`config.mk`:
```
export PLATFORM = sky130hd
export DESIGN_NAME = axi_lite_ram_slave
export DESIGN_NICKNAME = d
export VERILOG_FILES = /design/src/rtl/axi_lite_pkg.sv /design/src/rtl/axi_lite_ram_slave.sv
export SDC_FILE = /design/constraint.sdc
export NUM_CORES = 1
export LEC_CHECK = 0
export CORE_MARGIN = 10
export CORE_UTILIZATION = 39
export DETAILED_ROUTE_END_ITERATION = 7
export PLACE_DENSITY = 0.86
export SKIP_CTS_REPAIR_TIMING = 1
export SLEW_MARGIN = 20
export SYNTH_ARGS = -nofsm -noshare
export SYNTH_HDL_FRONTEND = slang
export SYNTH_SLANG_ARGS = --single-unit
```
`constraint.sdc`:
```
create_clock -name clk -period 3.3 [get_ports clk]
set_input_delay 0.33 -clock clk [delete_from_list [all_inputs] [get_ports clk]]
set_output_delay 0.33 -clock clk [all_outputs]
set_load 0.01 [all_outputs]
```
`src/rtl/axi_lite_pkg.sv`:
```
// Shared AXI4-Lite response codes and FSM state encodings for the RAM slave front end.
package axi_lite_pkg;

  localparam logic [1:0] RESP_OKAY   = 2'b00;
  localparam logic [1:0] RESP_SLVERR = 2'b10;

  typedef enum logic [1:0] {W_COLLECT, W_RAM, W_RESP} wr_state_t;
  typedef enum logic [1:0] {R_IDLE, R_RAM, R_DATA} rd_state_t;

endpackage

```
`src/rtl/axi_lite_ram_slave.sv`:
```
// AXI4-Lite slave that converts write/read transactions into single-cycle strobes
// on a word-addressed RAM with a 1-cycle registered read port.
module axi_lite_ram_slave
  import axi_lite_pkg::*;
#(
  parameter int ADDR_W = 32,
  parameter int DATA_W = 32,
  parameter int DEPTH  = 32
) (
  input  logic                clk,
  input  logic                rst,
  input  logic [ADDR_W-1:0]   s_awaddr,
  input  logic                s_awvalid,
  output logic                s_awready,
  input  logic [DATA_W-1:0]   s_wdata,
  input  logic [DATA_W/8-1:0] s_wstrb,
  input  logic                s_wvalid,
  output logic                s_wready,
  output logic [1:0]          s_bresp,
  output logic                s_bvalid,
  input  logic                s_bready,
  input  logic [ADDR_W-1:0]   s_araddr,
  input  logic                s_arvalid,
  output logic                s_arready,
  output logic [DATA_W-1:0]   s_rdata,
  output logic [1:0]          s_rresp,
  output logic                s_rvalid,
  input  logic                s_rready,
  output logic                write_EN,
  output logic [31:0]         write_address,
  output logic [DATA_W-1:0]   write_data,
  output logic                read_EN,
  output logic [31:0]         read_address,
  input  logic [DATA_W-1:0]   read_data
);

  localparam int STRB_W = DATA_W / 8;

  // ---------------- write channel ----------------
  wr_state_t           wr_state, wr_next;
  logic                aw_held, w_held;
  logic [ADDR_W-1:0]   awaddr_q;
  logic [DATA_W-1:0]   wdata_q;
  logic [STRB_W-1:0]   wstrb_q;
  logic [ADDR_W-1:0]   aw_index;
  logic                aw_hs, w_hs, wr_ok;

  // Readies depend only on state and held flags, never on the valids.
  assign s_awready = !rst && (wr_state == W_COLLECT) && !aw_held;
  assign s_wready  = !rst && (wr_state == W_COLLECT) && !w_held;
  assign aw_hs     = s_awvalid && s_awready;
  assign w_hs      = s_wvalid && s_wready;

  assign aw_index  = awaddr_q >> 2;
  assign wr_ok     = (aw_index < ADDR_W'(DEPTH)) && (&wstrb_q);

  always_ff @(posedge clk) begin
    if (rst) begin
      wr_state <= W_COLLECT;
      aw_held  <= 1'b0;
      w_held   <= 1'b0;
    end else begin
      wr_state <= wr_next;
      if (aw_hs) aw_held <= 1'b1;
      if (w_hs)  w_held  <= 1'b1;
      if (wr_state == W_RESP && s_bready) begin
        aw_held <= 1'b0;
        w_held  <= 1'b0;
      end
    end
  end

  // NOTE: payload registers carry no reset; they are only consumed once the
  // matching held flag (which is reset) says they were loaded.
  always_ff @(posedge clk) begin
    if (aw_hs) awaddr_q <= s_awaddr;
    if (w_hs) begin
      wdata_q <= s_wdata;
      wstrb_q <= s_wstrb;
    end
  end

  always_comb begin
    wr_next       = wr_state;
    s_bvalid      = 1'b0;
    s_bresp       = RESP_OKAY;
    write_EN      = 1'b0;
    write_address = '0;
    write_data    = '0;
    if (!rst) begin
      unique case (wr_state)
        W_COLLECT: begin
          // A handshake completing this edge counts as held for the transition.
          if ((aw_held || aw_hs) && (w_held || w_hs)) wr_next = W_RAM;
        end
        W_RAM: begin
          write_EN      = wr_ok;
          write_address = 32'(aw_index);
          write_data    = wdata_q;
          wr_next       = W_RESP;
        end
        W_RESP: begin
          s_bvalid = 1'b1;
          s_bresp  = wr_ok ? RESP_OKAY : RESP_SLVERR;
          if (s_bready) wr_next = W_COLLECT;
        end
        default: wr_next = W_COLLECT;
      endcase
    end
  end

  // ---------------- read channel ----------------
  rd_state_t         rd_state, rd_next;
  logic [ADDR_W-1:0] araddr_q;
  logic              ar_err_q;
  logic              ar_hs, ar_in_range;

  assign s_arready   = !rst && (rd_state == R_IDLE);
  assign ar_hs       = s_arvalid && s_arready;
  assign ar_in_range = (s_araddr >> 2) < ADDR_W'(DEPTH);

  always_ff @(posedge clk) begin
    if (rst) rd_state <= R_IDLE;
    else     rd_state <= rd_next;
  end

  always_ff @(posedge clk) begin
    if (ar_hs) begin
      araddr_q <= s_araddr;
      ar_err_q <= !ar_in_range;
    end
  end

  always_comb begin
    rd_next      = rd_state;
    s_rvalid     = 1'b0;
    s_rresp      = RESP_OKAY;
    s_rdata      = '0;
    read_EN      = 1'b0;
    read_address = '0;
    if (!rst) begin
      unique case (rd_state)
        R_IDLE: begin
          if (ar_hs) rd_next = ar_in_range ? R_RAM : R_DATA;
        end
        R_RAM: begin
          read_EN      = 1'b1;
          read_address = 32'(araddr_q >> 2);
          rd_next      = R_DATA;
        end
        R_DATA: begin
          // RAM holds read_data until the next read_EN, which only we issue.
          s_rvalid = 1'b1;
          s_rresp  = ar_err_q ? RESP_SLVERR : RESP_OKAY;
          s_rdata  = ar_err_q ? '0 : read_data;
          if (s_rready) rd_next = R_IDLE;
        end
        default: rd_next = R_IDLE;
      endcase
    end
  end

endmodule

```
==> qor.txt <==
Status: finished clean
Crit. path cell count: 4
Cell Pwr Density: 378 mW/mm^2
Vias per cell: 4.65
Boundary Pins: 278
CTS buffer count: 9
Clock sinks: 103
RSZ-0062 raised after global routing: false
Int Pwr: 2.17 mW
Detail Placement HPWL: 11,300 um
Wirelength per Cell: 19.4 um
Clk pwr share: 0.311
Worst slew pin tran: 0.861 ns
Synth Area in Compound Gates: 0.0102
Asr flop ratio synth: 0
Cells after synthesis: 307
Sequential fraction of the synthesis area: 0.707
Drt pass-1 iters: 6
WS Path Type: reg2out
Synth area leader: edfxtp_1
Largest family of logic cells by synthesized area: simple AND/OR/NAND/NOR gates
Vias: 3,341
Initial core utilization: 0.398
Root Buffer: clkbuf_8
Net Sw Frac: 0.210
FF-to-FF Start: wr_state[1]$_SDFFE_PP0P_
Initial antenna violation count: 0
Synth unique cells: 27
Leakage: 2.64 nW
Post-route setup TNS: 0 ns
DRT iter0 DRCs: 157
TritonCTS clock tree: built
Final setup fails: 0
Fin. max-slew vios: 0
WP data arrival: 2.57 ns
Psw: 0.579 mW
Core box area: 0.0108 mm^2
Synthesized-area fraction occupied by and/or/nand/nor cells: 0.249
Cell chain of the critical path: nor3b_2 -> nor2b_4 -> and2_2 -> clkdlybuf4s50_1
Routability congestion estimate: 0.787
First-pass GRT wire length: 20,800 um
Mux share of post-synthesis cell area: 0
R2R depth: 4
Largest cells by area after synthesis: edfxtp_1 (68%), and2_1 (14%), and3_1 (4.4%), dfxtp_1 (2.8%), nor4_1 (1.5%)
Yosys warns: 0
Final WL: 13,900 um
Hold path depth: 2
Max Cap Violations: 0
Sequential share of power: 0.555
Final Total Pwr: 2.75 mW
Hold Vio Cnt, Final: 0
Count leader, synth: and2_1
Drt drc: 0
Die Wd: 125 um
Synth top area share: 0.679
Final period utilization: 0.877
Grt total ovfl: 0
CP max stage cell: dfxtp_1
Worst min-delay path class: reg2reg
Worst path max stage delay: 0.60 ns
Post-DRT Antenna Nets: 0
Clock buffer depth: 2
Setup crit start: rd_state[0]$_SDFFE_PP0P_
Adder and majority gate portion of the synthesized area: 0
Worst Hold Launch: w_held$_SDFFE_PP0P_
Worst Skew: 0.0118 ns
Latest clock arrival within the worst-skew pair: 0.35 ns
Fin nets: 712
Most common flop cell mapped by yosys: edfxtp_1
Max VDD drop: 0.285 mV
Vias in the first global route: 3,555
Largest delay share family, worst path: simple AND/OR/NAND/NOR gates
Crit Path Max Fanout: 34
Antenna diodes: 0
Num rows: 38
CP Data Required Time: 2.97 ns
GRT Total Usage: 0.168
EDFF count, synth: 97
Commonest cells post-synth: and2_1 (99), edfxtp_1 (97), and3_1 (30)
Filler Cells Inserted: 805
Clock transition at path regs: 0.09 ns
Post-Synth XOR/XNOR Area: 0
DIE HEIGHT: 125 um
Syn Area/Cell: 14.0 um^2
Count of buffers from port buffering: 267
Area grow syn2layout: 69.9%
CP Launch Type: register
Crit end category: output port
Fmax: 0.345 GHz
Die area: 0.0156 mm^2
H-tree depth: 3
Worst path bufs/invs: 1
Comb power frac: 0.134
Largest net degree at the start of global routing: 60
Max-slew headroom: 0.425
#FFs+latches synth: 103
Ratio of cells with drive above 1 in the final layout: 0.0433
Tmin final: 2.90 ns
Cell Area, Synth: 0.00429 mm^2
metrics by stage:
| step | hold WS, ns | utilization | instances | cell area, um^2 | setup slack (ns) |
|---|---|---|---|---|---|
| 3_5_place_dp | 0.483 | 0.655 | 702 | 7070 | 0.455 |
| 4_1_cts | 0.494 | 0.676 | 718 | 7290 | 0.342 |
| 2_1_floorplan | 0.429 | - | 312 | 4310 | 0.974 |
| 6_report | 0.496 | 0.676 | 718 | 7290 | 0.405 |
| 3_3_place_gp | 0.475 | 0.655 | 702 | 7070 | 0.519 |
| 5_1_grt | 0.499 | 0.676 | 718 | 7290 | 0.197 |
registers in the layout, summed over array words and instances (netlist names), 2 cells and up:
| signal | flops |
|---|---|
| araddr_q | 30 |
| awaddr_q | 30 |
| rd_state | 2 |
| wdata_q | 32 |
| wr_state | 2 |
| wstrb_q | 4 |
metal layers:
metal | global-route usage | wire length (um)
met1 | 0.161 | 4820
met2 | 0.311 | 7420
met3 | 0.0762 | 1420
met4 | 0.0576 | 261
met5 | 0 | 0
power groups by stage:
stage / combinational [mW] / sequential (mW) / clock (mW)
3_5_place_dp: 0.372 / 1.56 / 0
4_1_cts: 0.374 / 1.53 / 0.891
2_1_floorplan: 0.114 / 1.55 / 0
3_3_place_gp: 0.363 / 1.55 / 0
6_report: 0.369 / 1.53 / 0.857
5_1_grt: 0.396 / 1.53 / 0.943
cell families (layout without fill, tap and decap cells):
family | count (synthesis) | in the layout
other | 1 | 6
AND/OR/NAND/NOR | 172 | 172
AO/OA/AOI/OAI | 7 | 7
buffers and inverters | 24 | 290
flip-flops | 103 | 103
tightest hold or removal path, stage by stage (launching register included):
cell     delay, ns
dfxtp_1       0.34
nand2_1       0.06
a21oi_1       0.05
path summary, 6_finish.rpt:
check,end,slack [ns]
min reg2reg,w_held$_SDFFE_PP0P_,0.50
max reg2reg,wdata_q[6]$_DFFE_PP_,1.42
min,w_held$_SDFFE_PP0P_,0.50
max,s_rdata[5],0.40
final cells by class:
class / instances / area, um^2 / area share
multi-input cells: 185 / 1130 / 0.156
clock buffers: 11 / 131 / 0.0180
clock inverters: 5 / 86.3 / 0.0118
repair buffers: 272 / 2720 / 0.373
inverters: 2 / 7.51 / 0.00103
flip-flops and latches: 103 / 3030 / 0.416
well taps: 140 / 175 / 0.0240
layout by cell type, fill, tap and decap left out, types with 4 or more instances in the layout:
cell type        instances
and2_1                  98
and3_1                  30
buf_4                    4
clkbuf_8                 9
clkdlybuf4s50_1        267
conb_1                   6
dfxtp_1                  6
edfxtp_1                97
nand2_1                  5
nor2_1                  10
nor4_1                  10
(Power assumes the default switching activity.)
